<file path="config.mk">
export PLATFORM = sky130hd
export DESIGN_NAME = fb_read_responder_flat
export DESIGN_NICKNAME = d
export VERILOG_FILES = /design/src/rtl/fb_read_responder_pkg.sv /design/src/rtl/fb_read_responder_if.sv /design/src/rtl/fb_read_responder_resp_fifo.sv /design/src/rtl/fb_read_responder.sv /design/src/flat_wrapper.sv
export SDC_FILE = /design/constraint.sdc
export NUM_CORES = 1
export LEC_CHECK = 0
export BUFFER_PORTS_ARGS = -buffer_cell sky130_fd_sc_hd__buf_2
export CORE_ASPECT_RATIO = 1.2
export CORE_UTILIZATION = 45
export CTS_CLUSTER_SIZE = 12
export DETAILED_ROUTE_END_ITERATION = 16
export GPL_ROUTABILITY_DRIVEN = 1
export PLACE_DENSITY = 0.76
export SYNTH_ARGS = -nofsm -noshare
export SYNTH_HDL_FRONTEND = slang
export SYNTH_SLANG_ARGS = --single-unit
</file>
<file path="constraint.sdc">
create_clock -name clk -period 2.71 [get_ports clk]
set_input_delay 0.271 -clock clk [delete_from_list [all_inputs] [get_ports clk]]
set_output_delay 0.271 -clock clk [all_outputs]
set_load 0.005 [all_outputs]
</file>
<file path="src/rtl/fb_read_responder_pkg.sv">
`default_nettype none
// ============================================================================
// Module   : fb_read_responder_pkg
// Brief    : Grant-state encoding and default bus widths shared with HDMI TX
//            and the processor.
// Revision : 1.0 - initial release
// ============================================================================
package fb_read_responder_pkg;

    localparam int c_addr_w = 18;
    localparam int c_data_w = 8;

    typedef logic [1:0] gnt_state_t;

    localparam gnt_state_t GNT_NONE = 2'd0;
    localparam gnt_state_t GNT_VID  = 2'd1;
    localparam gnt_state_t GNT_CPU  = 2'd2;

endpackage
`default_nettype wire

</file>
<file path="src/rtl/fb_read_responder_if.sv">
`default_nettype none
// ============================================================================
// Module   : fb_read_responder_if
// Brief    : Video request/response, CPU read and framebuffer RAM signals.
// Revision : 1.0 - initial release
// ============================================================================
interface fb_read_responder_if #(
    parameter int ADDR_W = fb_read_responder_pkg::c_addr_w,
    parameter int DATA_W = fb_read_responder_pkg::c_data_w
);
    logic              req_valid;
    logic              req_ready;
    logic [ADDR_W-1:0] req_addr;
    logic              resp_valid;
    logic              resp_ready;
    logic [DATA_W-1:0] resp_data;
    logic              cpu_rd;
    logic [ADDR_W-1:0] cpu_addr;
    logic              cpu_done;
    logic [DATA_W-1:0] cpu_data;
    logic [ADDR_W-1:0] mem_addr;
    logic [DATA_W-1:0] mem_q;
    logic              oob_err;

    modport slave (
        input  req_valid, req_addr, resp_ready, cpu_rd, cpu_addr, mem_q,
        output req_ready, resp_valid, resp_data, cpu_done, cpu_data, mem_addr, oob_err
    );

    modport master (
        output req_valid, req_addr, resp_ready, cpu_rd, cpu_addr, mem_q,
        input  req_ready, resp_valid, resp_data, cpu_done, cpu_data, mem_addr, oob_err
    );
endinterface
`default_nettype wire

</file>
<file path="src/rtl/fb_read_responder_resp_fifo.sv">
`default_nettype none
// ============================================================================
// Module   : fb_read_responder_resp_fifo
// Brief    : Synchronous response FIFO with occupancy count and full/empty.
// Revision : 1.0 - initial release
// ============================================================================
module fb_read_responder_resp_fifo #(
    parameter int DATA_W = 8,
    parameter int DEPTH  = 4
) (
    input  wire logic                       clk,
    input  wire logic                       rst,
    input  wire logic                       i_push,
    input  wire logic [DATA_W-1:0]          i_data,
    input  wire logic                       i_pop,
    output logic      [DATA_W-1:0]          o_data,
    output logic      [$clog2(DEPTH+1)-1:0] o_count,
    output logic                            o_full,
    output logic                            o_empty
);
    localparam int              c_pw    = (DEPTH > 1) ? $clog2(DEPTH) : 1;
    localparam int              c_cw    = $clog2(DEPTH + 1);
    localparam logic [c_pw-1:0] c_last  = c_pw'(DEPTH - 1);
    localparam logic [c_cw-1:0] c_depth = c_cw'(DEPTH);

    logic [DATA_W-1:0] r_mem [DEPTH];
    logic [c_pw-1:0]   r_wr_ptr;
    logic [c_pw-1:0]   r_rd_ptr;
    logic [c_cw-1:0]   r_count;
    logic              w_do_push;
    logic              w_do_pop;

    assign o_full    = (r_count == c_depth);
    assign o_empty   = (r_count == '0);
    assign o_count   = r_count;
    assign w_do_push = i_push && !o_full;
    assign w_do_pop  = i_pop && !o_empty;
    // Head is forced to zero when empty so the output has a defined reset value
    assign o_data    = o_empty ? '0 : r_mem[r_rd_ptr];

    always_ff @(posedge clk) begin
        if (w_do_push) begin
            r_mem[r_wr_ptr] <= i_data;
        end
    end

    always_ff @(posedge clk) begin
        if (!rst) begin
            r_wr_ptr <= '0;
            r_rd_ptr <= '0;
            r_count  <= '0;
        end else begin
            if (w_do_push) begin
                r_wr_ptr <= (r_wr_ptr == c_last) ? '0 : r_wr_ptr + c_pw'(1);
            end
            if (w_do_pop) begin
                r_rd_ptr <= (r_rd_ptr == c_last) ? '0 : r_rd_ptr + c_pw'(1);
            end
            unique case ({w_do_push, w_do_pop})
                2'b10:   r_count <= r_count + c_cw'(1);
                2'b01:   r_count <= r_count - c_cw'(1);
                default: r_count <= r_count;
            endcase
        end
    end

endmodule
`default_nettype wire

</file>
<file path="src/rtl/fb_read_responder.sv">
`default_nettype none
// ============================================================================
// Module   : fb_read_responder
// Brief    : Arbitrates video and CPU reads onto one framebuffer RAM port.
// Revision : 1.0 - initial release
// ============================================================================
module fb_read_responder
    import fb_read_responder_pkg::*;
#(
    parameter int ADDR_W     = c_addr_w,
    parameter int DATA_W     = c_data_w,
    parameter int FB_DEPTH   = 76800,
    parameter int FIFO_DEPTH = 4,
    parameter int STARVE_MAX = 8
) (
    input wire logic           clk,
    input wire logic           rst,
    fb_read_responder_if.slave bus
);
    localparam int              c_cw         = $clog2(FIFO_DEPTH + 1);
    localparam int              c_sw         = $clog2(STARVE_MAX + 1);
    localparam logic [ADDR_W:0] c_fb_lim     = (ADDR_W + 1)'(FB_DEPTH);
    localparam logic [c_sw-1:0] c_starve_max = c_sw'(STARVE_MAX);
    localparam logic [c_cw:0]   c_fifo_depth = (c_cw + 1)'(FIFO_DEPTH);

    gnt_state_t        r_gnt;
    gnt_state_t        w_gnt_nxt;
    logic [c_sw-1:0]   r_starve;
    logic [ADDR_W-1:0] r_mem_addr;
    logic [ADDR_W-1:0] w_mem_addr;
    logic              r_oob_inflight;
    logic              r_oob_err;
    logic [DATA_W-1:0] r_cpu_data;
    logic [DATA_W-1:0] w_rdata;
    logic [DATA_W-1:0] w_resp_data;
    logic [c_cw-1:0]   w_fifo_count;
    logic [c_cw:0]     w_occ;
    logic              w_fifo_full;
    logic              w_fifo_empty;
    logic              w_push;
    logic              w_pop;
    logic              w_vid_inflight;
    logic              w_cpu_inflight;
    logic              w_cpu_pend;
    logic              w_starved;
    logic              w_space;
    logic              w_req_ready;
    logic              w_vid_gnt;
    logic              w_cpu_gnt;
    logic              w_any_gnt;
    logic              w_gnt_oob;
    logic              w_cpu_done;

    assign w_vid_inflight = (r_gnt == GNT_VID);
    assign w_cpu_inflight = (r_gnt == GNT_CPU);
    assign w_cpu_pend     = bus.cpu_rd && !w_cpu_inflight;
    assign w_starved      = w_cpu_pend && (r_starve == c_starve_max);

    // Space counts the read already on the RAM port so the FIFO can never overflow
    assign w_occ       = {1'b0, w_fifo_count} + {{c_cw{1'b0}}, w_vid_inflight};
    assign w_space     = !w_fifo_full && (w_occ < c_fifo_depth);
    // A starved CPU takes the port, so video must not see a completed handshake
    assign w_req_ready = rst && w_space && !w_starved;
    assign w_vid_gnt   = bus.req_valid && w_req_ready;
    assign w_cpu_gnt   = rst && w_cpu_pend && !w_vid_gnt;
    assign w_any_gnt   = w_vid_gnt || w_cpu_gnt;
    assign w_gnt_oob   = ({1'b0, w_mem_addr} >= c_fb_lim);

    assign w_rdata = r_oob_inflight ? '0 : bus.mem_q;

    always_ff @(posedge clk) begin
        if (!rst) begin
            r_gnt <= GNT_NONE;
        end else begin
            r_gnt <= w_gnt_nxt;
        end
    end

    always_comb begin
        w_gnt_nxt = GNT_NONE;
        if (w_vid_gnt) begin
            w_gnt_nxt = GNT_VID;
        end else if (w_cpu_gnt) begin
            w_gnt_nxt = GNT_CPU;
        end
    end

    always_comb begin
        w_mem_addr = r_mem_addr;
        w_push     = 1'b0;
        w_cpu_done = 1'b0;
        if (w_vid_gnt) begin
            w_mem_addr = bus.req_addr;
        end else if (w_cpu_gnt) begin
            w_mem_addr = bus.cpu_addr;
        end
        // Completions are suppressed while reset is asserted so aborted reads never surface
        unique case (r_gnt)
            GNT_VID: w_push     = rst;
            GNT_CPU: w_cpu_done = rst;
            default: ;
        endcase
    end

    always_ff @(posedge clk) begin
        if (!rst) begin
            r_starve       <= '0;
            r_mem_addr     <= '0;
            r_oob_inflight <= 1'b0;
            r_oob_err      <= 1'b0;
            r_cpu_data     <= '0;
        end else begin
            r_mem_addr     <= w_mem_addr;
            r_oob_inflight <= w_any_gnt && w_gnt_oob;
            if (w_any_gnt && w_gnt_oob) begin
                r_oob_err <= 1'b1;
            end
            if (w_cpu_done) begin
                r_cpu_data <= w_rdata;
            end
            if (!bus.cpu_rd || w_cpu_gnt) begin
                r_starve <= '0;
            end else if (w_vid_gnt && w_cpu_pend && (r_starve != c_starve_max)) begin
                r_starve <= r_starve + c_sw'(1);
            end
        end
    end

    fb_read_responder_resp_fifo #(
        .DATA_W (DATA_W),
        .DEPTH  (FIFO_DEPTH)
    ) u_resp_fifo (
        .clk     (clk),
        .rst     (rst),
        .i_push  (w_push),
        .i_data  (w_rdata),
        .i_pop   (w_pop),
        .o_data  (w_resp_data),
        .o_count (w_fifo_count),
        .o_full  (w_fifo_full),
        .o_empty (w_fifo_empty)
    );

    assign w_pop = !w_fifo_empty && bus.resp_ready;

    assign bus.req_ready  = w_req_ready;
    assign bus.resp_valid = !w_fifo_empty;
    assign bus.resp_data  = w_resp_data;
    assign bus.cpu_done   = w_cpu_done;
    assign bus.cpu_data   = w_cpu_done ? w_rdata : r_cpu_data;
    assign bus.mem_addr   = w_mem_addr;
    assign bus.oob_err    = r_oob_err;

endmodule
`default_nettype wire

</file>
<file path="src/flat_wrapper.sv">
// flat-port wrapper written by rule: the top's interface ports become plain ports
module fb_read_responder_flat import fb_read_responder_pkg::*;
#(
    parameter int ADDR_W     = c_addr_w,
    parameter int DATA_W     = c_data_w,
    parameter int FB_DEPTH   = 76800,
    parameter int FIFO_DEPTH = 4,
    parameter int STARVE_MAX = 8
)
  (clk, rst, bus_req_valid, bus_req_addr, bus_resp_ready, bus_cpu_rd, bus_cpu_addr, bus_mem_q, bus_req_ready, bus_resp_valid, bus_resp_data, bus_cpu_done, bus_cpu_data, bus_mem_addr, bus_oob_err);
  fb_read_responder_if #(.ADDR_W(ADDR_W), .DATA_W(DATA_W)) bus_i ();
  input wire logic clk;
  input wire logic rst;
  input wire logic [$bits(bus_i.req_valid)-1:0] bus_req_valid;
  input wire logic [$bits(bus_i.req_addr)-1:0] bus_req_addr;
  input wire logic [$bits(bus_i.resp_ready)-1:0] bus_resp_ready;
  input wire logic [$bits(bus_i.cpu_rd)-1:0] bus_cpu_rd;
  input wire logic [$bits(bus_i.cpu_addr)-1:0] bus_cpu_addr;
  input wire logic [$bits(bus_i.mem_q)-1:0] bus_mem_q;
  output wire logic [$bits(bus_i.req_ready)-1:0] bus_req_ready;
  output wire logic [$bits(bus_i.resp_valid)-1:0] bus_resp_valid;
  output wire logic [$bits(bus_i.resp_data)-1:0] bus_resp_data;
  output wire logic [$bits(bus_i.cpu_done)-1:0] bus_cpu_done;
  output wire logic [$bits(bus_i.cpu_data)-1:0] bus_cpu_data;
  output wire logic [$bits(bus_i.mem_addr)-1:0] bus_mem_addr;
  output wire logic [$bits(bus_i.oob_err)-1:0] bus_oob_err;
  assign bus_i.req_valid = bus_req_valid;
  assign bus_i.req_addr = bus_req_addr;
  assign bus_i.resp_ready = bus_resp_ready;
  assign bus_i.cpu_rd = bus_cpu_rd;
  assign bus_i.cpu_addr = bus_cpu_addr;
  assign bus_i.mem_q = bus_mem_q;
  assign bus_req_ready = bus_i.req_ready;
  assign bus_resp_valid = bus_i.resp_valid;
  assign bus_resp_data = bus_i.resp_data;
  assign bus_cpu_done = bus_i.cpu_done;
  assign bus_cpu_data = bus_i.cpu_data;
  assign bus_mem_addr = bus_i.mem_addr;
  assign bus_oob_err = bus_i.oob_err;
  fb_read_responder #(.ADDR_W(ADDR_W), .DATA_W(DATA_W), .FB_DEPTH(FB_DEPTH), .FIFO_DEPTH(FIFO_DEPTH), .STARVE_MAX(STARVE_MAX)) u_core (.clk(clk), .rst(rst), .bus(bus_i));
endmodule
</file>
Word-level counts from Yosys, hierarchy flattened
Memory sizes are Yosys's and may differ from the RTL's. A register that Yosys moved wholly into a read port is not among the register bits.
Cells that the tools add are included.
{"block": "word_totals", "mem_bits_rw": 32, "ff_bits": 41, "wordCells": 71, "memories": 1}
{"block": "classes", "addsub": 6, "n_mux": 16, "n_reduce_logical": 26, "magnitude_cmp": 2, "n_bitwise": 1, "eq_ne": 9}
{"memory": "u_core.u_resp_fifo.r_mem", "depth": 4, "word_bits": 8, "rd": 1, "rd_clocked_by_memory_dff": 1, "write_ports": 1, "line": "fb_read_responder_resp_fifo.sv:26", "text": "logic [DATA_W-1:0] r_mem [DEPTH];"}
{"cell": "2-to-1 mux 18 bit", "n": 2}
{"cell": "2-to-1 mux 8 bit", "n": 3}
{"cell": "greater-or-equal comparator 18 x 17 -> 1 bit, second input constant", "n": 1}
{"cell": "logical AND 1 bit", "n": 14}
{"cell": "2-to-1 mux 2 bit", "n": 5}
{"cell": "== test 2 bit, second input constant", "n": 4}
{"cell": "logical NOT 1 bit", "n": 6}
{"cell": "one-hot mux 3 bit (2 select lines)", "n": 1}
{"cell": "2-to-1 mux 1 bit", "n": 5}
{"cell": "adder 2 x 1 -> 2 bit, second input constant", "n": 2}
{"cell": "adder 3 x 1 -> 4 bit", "n": 1}
{"cell": "adder 4 x 1 -> 4 bit, second input constant", "n": 1}
{"cell": "== test 2 x 1 -> 1 bit, second input constant", "n": 2}
{"cell": "== test 4 bit, second input constant", "n": 1}
{"cell": "less-than comparator 4 x 3 -> 1 bit, second input constant", "n": 1}
{"cell": "!= test 4 bit, second input constant", "n": 1}
{"cell": "OR reduction 2 bit", "n": 2}
{"cell": "adder 3 x 1 -> 3 bit, second input constant", "n": 1}
{"cell": "== test 3 bit, second input constant", "n": 1}
{"cell": "logical NOT 3 bit", "n": 1}
{"cell": "subtractor 3 x 1 -> 3 bit, second input constant", "n": 1}
{"cell": "logical OR 1 bit", "n": 2}
{"cell": "nonzero test 2 bit", "n": 1}
{"cell": "inverter 1 bit", "n": 1}

Logic depth before layout (Yosys ltp)
Gate-level depths: netlist of run 1.
{"block": "logic_depth", "depth_word": 13, "mapped_depth": 11}

Modules after synthesis
A second synthesis of run 1 with hierarchy kept.
{"block": "unflattened", "hier_cells": 282, "hier_area_um2": 3407.0}
{"module": "fb_read_responder_resp_fifo", "area_each_um2": 1706.6, "cells_each": 106, "instances": 1}
{"module": "fb_read_responder", "area_each_um2": 1700.4, "cells_each": 176, "instances": 1}

Least setup slack after synthesis of run 1
OpenSTA, ideal clock, no wires.
{"block": "synth_timing", "path_type": "register to register", "from": "register u_core.u_resp_fifo.r_count[0] (netlist: u_core.u_resp_fifo.o_count[0])", "to": "register u_core.u_resp_fifo.r_count[2] (netlist: u_core.u_resp_fifo.o_count[2])", "setup_slack_ns": 0.599, "setup_time_ns": 0.076, "stages_incl_launch_ff": 11, "t_arrival_ns": 2.036, "synth_period_minus_slack_ns": 2.111, "n_path_buf": 1, "cell_sequence": "dfxtp_1 -> or3_1 -> clkbuf_1 -> nand2_1 -> inv_1 -> ha_1 -> inv_1 -> fa_1 -> xor2_1 -> or3_1 -> a21boi_0"}
{"block": "synth_via", "elab_chain_cells": 6, "word_cells_on_any_way": 13, "cone_classes": "add/sub (2); eq/ne (3); mux (1); reduce/logical (7)"}
{"item": "start: declaration", "line": "fb_read_responder_resp_fifo.sv:29", "text": "logic [c_cw-1:0] r_count;"}
{"item": "start signal: assignment", "line": "fb_read_responder_resp_fifo.sv:60", "text": "2'b10: r_count <= r_count + c_cw'(1);"}
{"item": "start signal: assignment", "line": "fb_read_responder_resp_fifo.sv:61", "text": "2'b01: r_count <= r_count - c_cw'(1);"}
{"item": "start signal: assignment", "line": "fb_read_responder_resp_fifo.sv:62", "text": "default: r_count <= r_count;"}
{"item": "logical NOT 3 bit *", "line": "fb_read_responder_resp_fifo.sv:34", "text": "assign o_empty = (r_count == '0);"}
{"item": "logical NOT 1 bit *"}
{"item": "net bus_resp_valid", "line": "flat_wrapper.sv:21", "text": "output wire logic [$bits(bus_i.resp_valid)-1:0] bus_resp_valid;"}
{"item": "logical AND 1 bit", "line": "fb_read_responder.sv:144", "text": "assign w_pop = !w_fifo_empty && bus.resp_ready;"}
{"item": "logical AND 1 bit *", "line": "fb_read_responder_resp_fifo.sv:37", "text": "assign w_do_pop = i_pop && !o_empty;"}
{"item": "net u_core.u_resp_fifo.w_do_pop", "line": "fb_read_responder_resp_fifo.sv:31", "text": "logic w_do_pop;"}
{"item": "== test 2 x 1 -> 1 bit or == test 2 bit (tied branches)", "line": "fb_read_responder_resp_fifo.sv:59", "text": "unique case ({w_do_push, w_do_pop})"}
{"item": "one-hot mux 3 bit (2 select lines) or nonzero test 2 bit (tied branches)"}
The timed path passes the listed nets; every way through them passes the cells marked *.
A chain may end at the register's enable or synchronous reset.

Worst setup path in the final report of run 1
{"block": "layout_timing", "from": "register u_core.r_starve[0]", "to": "output port bus_mem_addr[13]"}
{"block": "layout_via", "elab_chain_cells": 9}
{"item": "start: declaration", "line": "fb_read_responder.sv:28", "text": "logic [c_sw-1:0] r_starve;"}
{"item": "start signal: assignment", "line": "fb_read_responder.sv:124", "text": "r_starve <= r_starve + c_sw'(1);"}
{"item": "== test 4 bit *", "line": "fb_read_responder.sv:57", "text": "assign w_starved = w_cpu_pend && (r_starve == c_starve_max);"}
{"item": "logical AND 1 bit *", "line": "fb_read_responder.sv:57"}
{"item": "logical NOT 1 bit *", "line": "fb_read_responder.sv:63", "text": "assign w_req_ready = rst && w_space && !w_starved;"}
{"item": "logical AND 1 bit *", "line": "fb_read_responder.sv:63"}
{"item": "logical AND 1 bit *", "line": "fb_read_responder.sv:64", "text": "assign w_vid_gnt = bus.req_valid && w_req_ready;"}
{"item": "logical NOT 1 bit", "line": "fb_read_responder.sv:65", "text": "assign w_cpu_gnt = rst && w_cpu_pend && !w_vid_gnt;"}
{"item": "logical AND 1 bit", "line": "fb_read_responder.sv:65"}
{"item": "2-to-1 mux 18 bit", "line": "fb_read_responder.sv:94", "text": "end else if (w_cpu_gnt) begin"}
{"item": "2-to-1 mux 18 bit *", "line": "fb_read_responder.sv:92", "text": "if (w_vid_gnt) begin"}
{"item": "end: declaration", "line": "flat_wrapper.sv:25", "text": "output wire logic [$bits(bus_i.mem_addr)-1:0] bus_mem_addr;"}
Mark *: on every way between the ends. The rest lies on a longest branch, timed or not.

==> out/results.tsv, run 1 <==
metric	value	unit
P_int	2050	uW
Via density	5.02	
post-layout min period	2.37	ns
R2R depth	9	
synthesis-to-layout area growth	21.1	%
Startpoint Class	flop	
n_diodes	0	
Slew headroom	62.2	%
Fin. Hold Viols	0	
first-pass GRT wire length	11000	um
initial core utilization	46.8	%
WL per Instance	14.2	um
CTS max path bufs	2	
Skew-Pair Late Insertion Delay	0.34	ns
# hold bufs at CTS	0	
post-synthesis cell count	281	
CTS tree	built	
Post-DRT Antenna Nets	0	
root buf cell	clkbuf_8	
status	finished clean	
Synth cell types	46	
final setup vio count	0	
Clock transition at path regs	0.07	ns
DPL Wire Length	4820	um
Hold Crit Class	primary input to flop	
drt first pass iters	4	
antenna violations before repair	0	
Site Rows	34	
Switch Pwr	663	uW
Slowest-stage cell, CP	o311a_4	
# resized after CTS	0	
sequential share of power	47.7	%
total grt overflow	0	
Final Cycle Share	87.4	%
core area	7270	um2
crit-path max FO	31	
CP Data Arrival Time	2.10	ns
unrepaired setup endpoints after global routing	no	
power per cell area	658	nW/um2
Critical Path Stages	9	
vias in the first global route	2398	
total vias in the final route	2329	
Hold Crit Depth	3	
largest net degree at the start of global routing	32	
GP Congestion	0.745	
worst slew pin tran	0.566	ns
Final Slew Violations	0	
Setup Skew	0.00280	ns
max_cap viols	0	
chip width	81.4	um
die area	7910	um2
DRC Markers	0	
IO Count	87	
most frequent CP cell	inv_1	
H-tree Lvls	3	
slowest stage delay, CP	0.36	ns
synthesized cell area	3400	um2
sw frac	24.4	%
TritonCTS Sinks	75	
Crit path max-delay family	compound AO/OA/AOI/OAI gates	
Seq/Total Area, Yosys	53.5	%
ys async rst share	0	%
Initial DRC Count	74	
worst path bufs/invs	4	
YS warnings	0	
syn_nets	339	
post-route setup TNS	0	ns
CP required	2.44	ns
CTS Buf Count	9	
Max rail drop VDD	448	uV
Die H	97.2	um
GRT Total Usage	18.5	%
Detailed Route WL	6570	um
Post CTS Setup Buffer Count	0	
Port Buffers	86	
layout cells sized above 1	36.1	%
Worst Setup Path Type	flop to primary output	
Post-synth EDFFs	32	
#FFs+latches synth	75	
Synth Flop Type	dfxtp_1	
Power Total	2710	uW
Comb power frac	17.2	%
critical path endpoint category	primary output	
maximum clock rate	0.422	GHz
P_leak	0.00174	uW
Clock Power Share	35.1	%
final net count	427	
syn_area_per_cell	12.1	um2
critical path cell sequence	inv_1 -> ha_1 -> nand3b_4 -> o311a_4 -> nand2_8 -> inv_4 -> o21a_1 -> inv_1 -> buf_2	
## tightest hold or removal path, cell delays in order
cell and delay [ns]:
buf_2 0.11, nand2_2 0.07, nor3_1 0.04
## Yosys cell counts, types with 2 or more instances
cell,number,area [um2]
inv_1,12,45.0
nor2b_1,11,68.8
xnor2_1,2,17.5
edfxtp_1,32,961
and2_1,41,257
o21ai_0,13,65.1
buf_6,3,33.8
nor2_1,4,15.0
mux4_2,8,180
mux2_1,3,33.8
nor3_1,2,10.0
xor2_1,2,17.5
mux2_2,13,146
o21ai_1,4,20.0
nand3_1,3,15.0
clkbuf_1,6,22.5
ha_1,8,100
a21oi_1,4,20.0
mux2i_1,15,150
dfxtp_1,43,861
a21boi_0,2,15.0
or3_1,4,25.0
o211ai_1,2,15.0
buf_2,2,10.0
nand2_1,21,78.8
## power by group through the flow
stage | sequential (uW) | clock (uW) | combinational, uW
2_1_floorplan | 1290 | 0 | 332
3_3_place_gp | 1320 | 0 | 461
3_5_place_dp | 1320 | 0 | 473
4_1_cts | 1300 | 976 | 474
5_1_grt | 1300 | 1020 | 538
6_report | 1290 | 952 | 467
## metal layers
metal	routed length (um)	track usage, %	share of wire (%)
met1	2800	22.1	43
met2	3220	31.0	49
met3	397	3.47	6.0
met4	148	9.48	2.3
met5	0	0	0
## state kept, by name (all words and copies together) (netlist names), named ones only
register,count
u_core.u_resp_fifo.o_count,3
u_core.r_starve,4
u_core.r_mem_addr,18
u_core.r_gnt,2
u_core.r_oob_inflight,1
u_core.u_resp_fifo.r_wr_ptr,2
u_core.r_cpu_data,8
u_core.u_resp_fifo.r_mem,32
u_core.u_resp_fifo.r_rd_ptr,2
u_core.bus.oob_err,1
## worst paths after layout
path	from	endpoint	slack [ns]
worst min register to register	u_core.u_resp_fifo.r_wr_ptr[1]	u_core.u_resp_fifo.r_wr_ptr[1]	0.51
worst max register to register	u_core.u_resp_fifo.o_count[2]	u_core.u_resp_fifo.o_count[2]	0.43
worst max-delay path	u_core.r_starve[0]	bus_mem_addr[13]	0.34
worst min-delay path	bus_cpu_rd	u_core.r_gnt[1]	0.20
## placed cells by master (no fill, tap or decap), types with 2 or more instances in the layout
master / synthesis / layout
buf_2: 2 / 86
dfxtp_1: 43 / 43
and2_1: 41 / 41
edfxtp_1: 32 / 32
nand2_1: 21 / 21
mux2i_1: 15 / 15
mux2_2: 13 / 13
o21ai_0: 13 / 13
inv_1: 12 / 12
nor2b_1: 11 / 11
clkbuf_8: 0 / 11
mux4_2: 8 / 8
ha_1: 8 / 8
or3_1: 4 / 4
o21ai_1: 4 / 4
a21oi_1: 4 / 4
nor2_1: 4 / 4
mux2_1: 3 / 3
nand3_1: 3 / 3
buf_4: 1 / 3
a21boi_0: 2 / 2
xor2_1: 2 / 2
o211ai_1: 2 / 2
nor3_1: 2 / 2
xnor2_1: 2 / 2
bufinv_16: 0 / 2
## cells by family (layout without fill, tap and decap cells)
logic type               after synthesis  in the layout  share of synthesized area, %
XOR/XNOR                               4              4                          1.03
AND/OR/NAND/NOR                       97             97                          17.1
AO/OA/AOI/OAI                         32             32                          6.14
adder cells (fa/ha/maj)                9              9                          3.53
multiplexers                          39             39                          15.0
flip-flops                            75             75                          53.5
buffers and inverters                 25            118                          3.68
## per-stage QoR
step / area [um2] / cells / util, % / hold slack [ns] / setup slack (ns)
CTS: 4120 / 464 / 56.7 / 0.187 / 0.319
finish: 4120 / 464 / 56.7 / 0.202 / 0.341
global placement: 3890 / 448 / 53.5 / 0.486 / 0.511
floorplan: 3400 / 281 / - / 0.404 / 0.599
detailed placement: 3890 / 448 / 53.5 / 0.497 / 0.414
global route: 4120 / 464 / 56.7 / 0.215 / 0.162
## area by class of cell
class	count	area, um2
clock buffers	12	155
clock inverters	4	72.6
fillers	615	3150
inverters	13	51.3
multi-input cells	181	1460
flip-flops and latches	75	1820
well taps	90	113
repair buffers	89	453
No activity file was read; power rests on OpenSTA's default activity.
==> run 2, diff against run 1 <==
BUFFER_PORTS_ARGS = -buffer_cell sky130_fd_sc_hd__buf_4   (was -buffer_cell sky130_fd_sc_hd__buf_2)
==> out/results.tsv, run 2 (same netlist as run 1, synthesis figures left out) <==
metric	value	unit	change
initial core utilization	46.8	%	unchanged
registers with the most flip-flops	u_core.u_resp_fifo.r_mem (32), u_core.r_mem_addr (18), u_core.r_cpu_data (8)		
GRT Total Usage	18.6	%	+0.066 points
FF-to-FF Start	u_core.u_resp_fifo.o_count[0]		
Port Buffers	86		unchanged
Final Slew Violations	0		unchanged
P_leak	0.00177	uW	+1.7%
Comb power frac	20.7	%	+3.5 points
Initial DRC Count	97		+31%
Worst Setup Path Type	flop to primary output		
final net count	428		+0.23%
die area	7910	um2	unchanged
unrepaired setup endpoints after global routing	no		
total vias in the final route	2332		+0.13%
WL per Instance	14.3	um	+0.92%
layout cells sized above 1	36.0	%	-0.096 points
IO Count	87		unchanged
first-pass GRT wire length	11200	um	+1.4%
R2R depth	9		unchanged
CP required	2.44	ns	about the same
synthesis-to-layout area growth	26.0	%	
max_cap viols	0		unchanged
largest reg by FF count	u_core.u_resp_fifo.r_mem		
maximum clock rate	0.419	GHz	-0.65%
DRC Markers	0		unchanged
worst slew pin tran	0.549	ns	-0.0171 ns
CTS max path bufs	2		unchanged
antenna violations before repair	0		unchanged
n_diodes	0		unchanged
DPL Wire Length	4960	um	+2.9%
Placed Cells	449		+0.22%
setup slack at placement	0.458	ns	+0.0441 ns
drt first pass iters	4		unchanged
critical path endpoint category	primary output		
chip width	81.4	um	unchanged
Power Total	2570	uW	-5.3%
Hold Startpoint	bus_req_addr[17]		
Clock transition at path regs	0.08	ns	about the same
Via density	5.02		about the same
most frequent cells in the layout	buf_4 (90), dfxtp_1 (43), and2_1 (41), edfxtp_1 (32), nand2_1 (21)		
root buf cell	clkbuf_8		
largest net degree at the start of global routing	39		+22%
R2R setup slack	0.44	ns	about the same
Switch Pwr	666	uW	+0.55%
Setup Skew	0.0124	ns	+0.00962 ns
Setup WS post-layout	0.326	ns	-0.0155 ns
Final Cycle Share	88.0	%	+0.57 points
H-tree Lvls	3		unchanged
Layout Cells excl Fill	465		+0.22%
Site Rows	34		unchanged
total grt overflow	0		unchanged
Post-DRT Antenna Nets	0		unchanged
Detailed Route WL	6640	um	+1.1%
core area	7270	um2	unchanged
Clock Power Share	28.9	%	-6.2 points
Max rail drop VDD	306	uV	-32%
CTS Buf Count	9		unchanged
post-layout min period	2.38	ns	+0.0155 ns
commonest non-fill, non-tap cell in the layout	buf_4		
Slew headroom	63.3	%	+1.1 points
status	finished clean		
CTS tree	built		
# resized after CTS	0		unchanged
end of the worst register-to-register path	u_core.u_resp_fifo.o_count[2]		
sw frac	25.9	%	+1.5 points
crit-path max FO	31		unchanged
Fin. Hold Viols	0		unchanged
P_int	1900	uW	-7.2%
GP Congestion	0.806		+8.2%
post-route setup TNS	0	ns	unchanged
Post CTS Setup Buffer Count	0		unchanged
Skew-Pair Late Insertion Delay	0.34	ns	about the same
Hold Crit Class	primary input to flop		
final setup vio count	0		unchanged
Hold EP	u_core.bus.oob_err		
Hold Crit Depth	3		unchanged
power per cell area	599	nW/um2	-9.0%
vias in the first global route	2487		+3.7%
Startpoint Class	flop		
sequential share of power	50.3	%	+2.6 points
Largest register FFs	32		unchanged
TritonCTS Sinks	75		unchanged
CP Data Arrival Time	2.11	ns	about the same
Die H	97.2	um	unchanged
# hold bufs at CTS	0		unchanged
run 2: final cells by class:
class                           count  area, um2
Clock buffer                       12        145
Clock inverter                      4       26.3
Fill cell                         626       2990
Inverter                           13       51.3
Multi-Input combinational cell    181       1460
Sequential cell                    75       1820
Tap cell                           90        113
Timing Repair Buffer               90        676
run 2: power groups by stage:
| stage | Clock [uW] | Combinational, uW | Sequential [uW] |
|---|---|---|---|
| after floorplan | 0 | 332 | 1290 |
| after global placement | 0 | 530 | 1320 |
| final | 743 | 533 | 1290 |
| after detailed placement | 0 | 538 | 1320 |
| after CTS | 761 | 541 | 1300 |
| after global routing | 816 | 599 | 1300 |
run 2: per-stage QoR:
stage	hold WS, ns	utilization [%]	cell area [um2]
floorplan	0.404	-	3400
global placement	0.488	56.6	4120
detailed placement	0.498	56.6	4120
CTS	0.175	58.9	4290
global route	0.186	58.9	4290
finish	0.186	58.9	4290
run 2: worst max path at each step:
| stage | from | to | slack, ns | cells past startpoint |
|---|---|---|---|---|
| 6_report | u_core.r_starve[0] | bus_mem_addr[2] | 0.33 | 8 |
| 5_1_grt | u_core.r_starve[0] | bus_mem_addr[4] | 0.17 | 8 |
| 4_1_cts | u_core.r_starve[0] | bus_mem_addr[2] | 0.29 | 8 |
| 3_5_place_dp | u_core.u_resp_fifo.o_count[0] | u_core.u_resp_fifo.o_count[2] | 0.46 | 9 |
| 3_3_place_gp | rst | u_core.u_resp_fifo.o_count[2] | 0.54 | 11 |
| 2_1_floorplan | u_core.u_resp_fifo.o_count[0] | u_core.u_resp_fifo.o_count[2] | 0.60 | 10 |
run 2: per-layer routing:
layer / routed length [um] / global-route usage (%) / vias to the layer above
li1: - / - / 1155
met5: 0 / 0 / -
met4: 55 / 6.32 / 0
met3: 521 / 6.48 / 5
met1: 2660 / 20.6 / 1091
met2: 3400 / 32.1 / 81
run 2: critical path: stages, from the launching register on:
cell	delay [ns]
dfxtp_1	0.33
inv_1	0.09
ha_1	0.20
nand3b_4	0.10
o311a_4	0.36
nand2_8	0.12
inv_4	0.13
o21ai_0	0.27
buf_4	0.16
==> run 3, diff against run 2 <==
PLACE_DENSITY = default   (was 0.76)
PLACE_DENSITY_LB_ADDON = 0.05   (was default)
==> out/results.tsv, run 3 (same netlist as run 1, synthesis figures left out) <==
metric	value	unit	change
FF-to-FF Start	u_core.u_resp_fifo.o_count[2]		
Storage cell area	1820	um2	unchanged
P_int	1900	uW	-0.18%
post-layout min period	2.41	ns	+0.0258 ns
Setup Skew	0.00650	ns	-0.00593 ns
Comb power frac	20.9	%	+0.2 points
CP Data Arrival Time	2.14	ns	+0.03 ns
# resized after CTS	0		unchanged
CTS max path bufs	2		unchanged
worst slew pin tran	0.569	ns	+0.0193 ns
GRT Total Usage	19.2	%	+0.60 points
Clock transition at path regs	0.07	ns	about the same
sequential share of power	50.2	%	about the same
Final Slew Violations	0		unchanged
DRC Markers	0		unchanged
first-pass GRT wire length	11300	um	+0.92%
Die H	97.2	um	unchanged
Max rail drop VDD	279	uV	-8.8%
TritonCTS Sinks	75		unchanged
chip width	81.4	um	unchanged
end of the worst register-to-register path	u_core.u_resp_fifo.o_count[2]		
Worst Setup Path Type	flop to primary output		
Switch Pwr	679	uW	+1.8%
multi-input combinational cell area	1460	um2	unchanged
DPL Wire Length	5120	um	+3.0%
Fin. Hold Viols	0		unchanged
die area	7910	um2	unchanged
Hold Crit Class	primary input to flop		
Detailed Route WL	6880	um	+3.6%
critical path endpoint category	primary output		
P_leak	0.00176	uW	-0.36%
CTS Buf Count	9		unchanged
Slew headroom	62.0	%	-1.3 points
R2R setup slack	0.43	ns	about the same
H-tree Lvls	3		unchanged
# fillers	632		+0.96%
vias in the first global route	2418		-2.8%
maximum clock rate	0.415	GHz	-1.1%
post-route setup TNS	0	ns	unchanged
total grt overflow	0		unchanged
drt first pass iters	4		unchanged
crit-path max FO	31		unchanged
largest reg by FF count	u_core.u_resp_fifo.r_mem		
# hold bufs at CTS	0		unchanged
max_cap viols	0		unchanged
Hold Startpoint	bus_req_addr[17]		
post-layout instance area	4280	um2	-0.17%
commonest non-fill, non-tap cell in the layout	buf_4		
sw frac	26.3	%	+0.39 points
Startpoint Class	flop		
Final Cycle Share	88.9	%	+0.95 points
antenna violations before repair	0		unchanged
Hold EP	u_core.bus.oob_err		
total vias in the final route	2309		-0.99%
R2R depth	9		unchanged
Hold Crit Depth	3		unchanged
Site Rows	34		unchanged
core area	7270	um2	unchanged
registers with the most flip-flops	u_core.u_resp_fifo.r_mem (32), u_core.r_mem_addr (18), u_core.r_cpu_data (8)		
WL per Instance	14.8	um	+3.8%
initial core utilization	46.8	%	unchanged
Via density	4.98		-0.77%
unrepaired setup endpoints after global routing	no		
root buf cell	clkbuf_8		
GP Congestion	0.721		-11%
final setup vio count	0		unchanged
final net count	427		-0.23%
Post-DRT Antenna Nets	0		unchanged
synthesis-to-layout area growth	25.8	%	
largest net degree at the start of global routing	39		unchanged
CP required	2.44	ns	about the same
layout cells sized above 1	36.1	%	+0.096 points
DP Area	4110	um2	-0.18%
Largest register FFs	32		unchanged
status	finished clean		
most frequent cells in the layout	buf_4 (89), dfxtp_1 (43), and2_1 (41), edfxtp_1 (32), nand2_1 (21)		
power per cell area	602	nW/um2	+0.52%
IO Count	87		unchanged
CTS tree	built		
n_diodes	0		unchanged
Clock Power Share	28.8	%	about the same
Port Buffers	86		unchanged
Initial DRC Count	140		+44%
Skew-Pair Late Insertion Delay	0.33	ns	about the same
Post CTS Setup Buffer Count	0		unchanged
[run 3: cell count changes in the layout (fill, tap and decap cells not counted)]
cell	before	now
buf_4	90	89
clkbuf_1	2	1
clkinv_2	2	3
clkinv_4	1	0
clkinvlp_4	1	2
[run 3: layout make-up]
cell class	count	area share, %
clock buffers	11	3.30
clock inverters	5	0.702
inverters	13	1.20
multi-input cells	181	34.0
flip-flops and latches	75	42.6
well taps	90	2.63
repair buffers	89	15.6
[run 3: per-stage QoR]
step / utilization, % / instances / hold slack [ns] / power (uW) / setup WS (ns)
detailed placement: 56.5 / 448 / 0.502 / 1870 / 0.440
floorplan: - / 281 / 0.404 / 1620 / 0.599
CTS: 58.8 / 464 / 0.180 / 2610 / 0.269
finish: 58.8 / 464 / 0.190 / 2580 / 0.300
global route: 58.8 / 464 / 0.202 / 2730 / 0.161
global placement: 56.5 / 448 / 0.497 / 1860 / 0.494
[run 3: routing by layer]
layer  track usage [%]  part of all wire [%]  vias up
met3              4.23                   4.9       10
met2              33.6                    51       64
met1              21.3                    42     1082
li1                  -                     -     1153
met4              9.07                   2.0        0
met5                 0                     0        -
[run 3: critical path: stages (launching register included)]
cell and delay, ns:
dfxtp_1 0.33, inv_1 0.09, ha_1 0.20, nand3b_4 0.10
o311a_4 0.36, nand2_8 0.12, inv_4 0.13, o21ai_0 0.28
buf_4 0.16
[run 3: worst max-delay path by stage]
stage	start	end	slack (ns)	cells after the start
finish	u_core.r_starve[0]	bus_mem_addr[2]	0.30	8
global route	u_core.r_starve[0]	bus_mem_addr[3]	0.16	8
detailed placement	u_core.u_resp_fifo.o_count[2]	u_core.u_resp_fifo.o_count[2]	0.44	9
global placement	u_core.u_resp_fifo.o_count[2]	u_core.u_resp_fifo.o_count[2]	0.49	9
CTS	u_core.r_starve[0]	bus_mem_addr[2]	0.27	8
floorplan	u_core.u_resp_fifo.o_count[0]	u_core.u_resp_fifo.o_count[2]	0.60	10
[run 3: power groups by stage]
stage	sequential [uW]	clock [uW]	combinational [uW]
3_5_place_dp	1320	0	549
6_report	1300	743	540
3_3_place_gp	1320	0	538
4_1_cts	1300	767	551
2_1_floorplan	1290	0	332
5_1_grt	1300	821	605
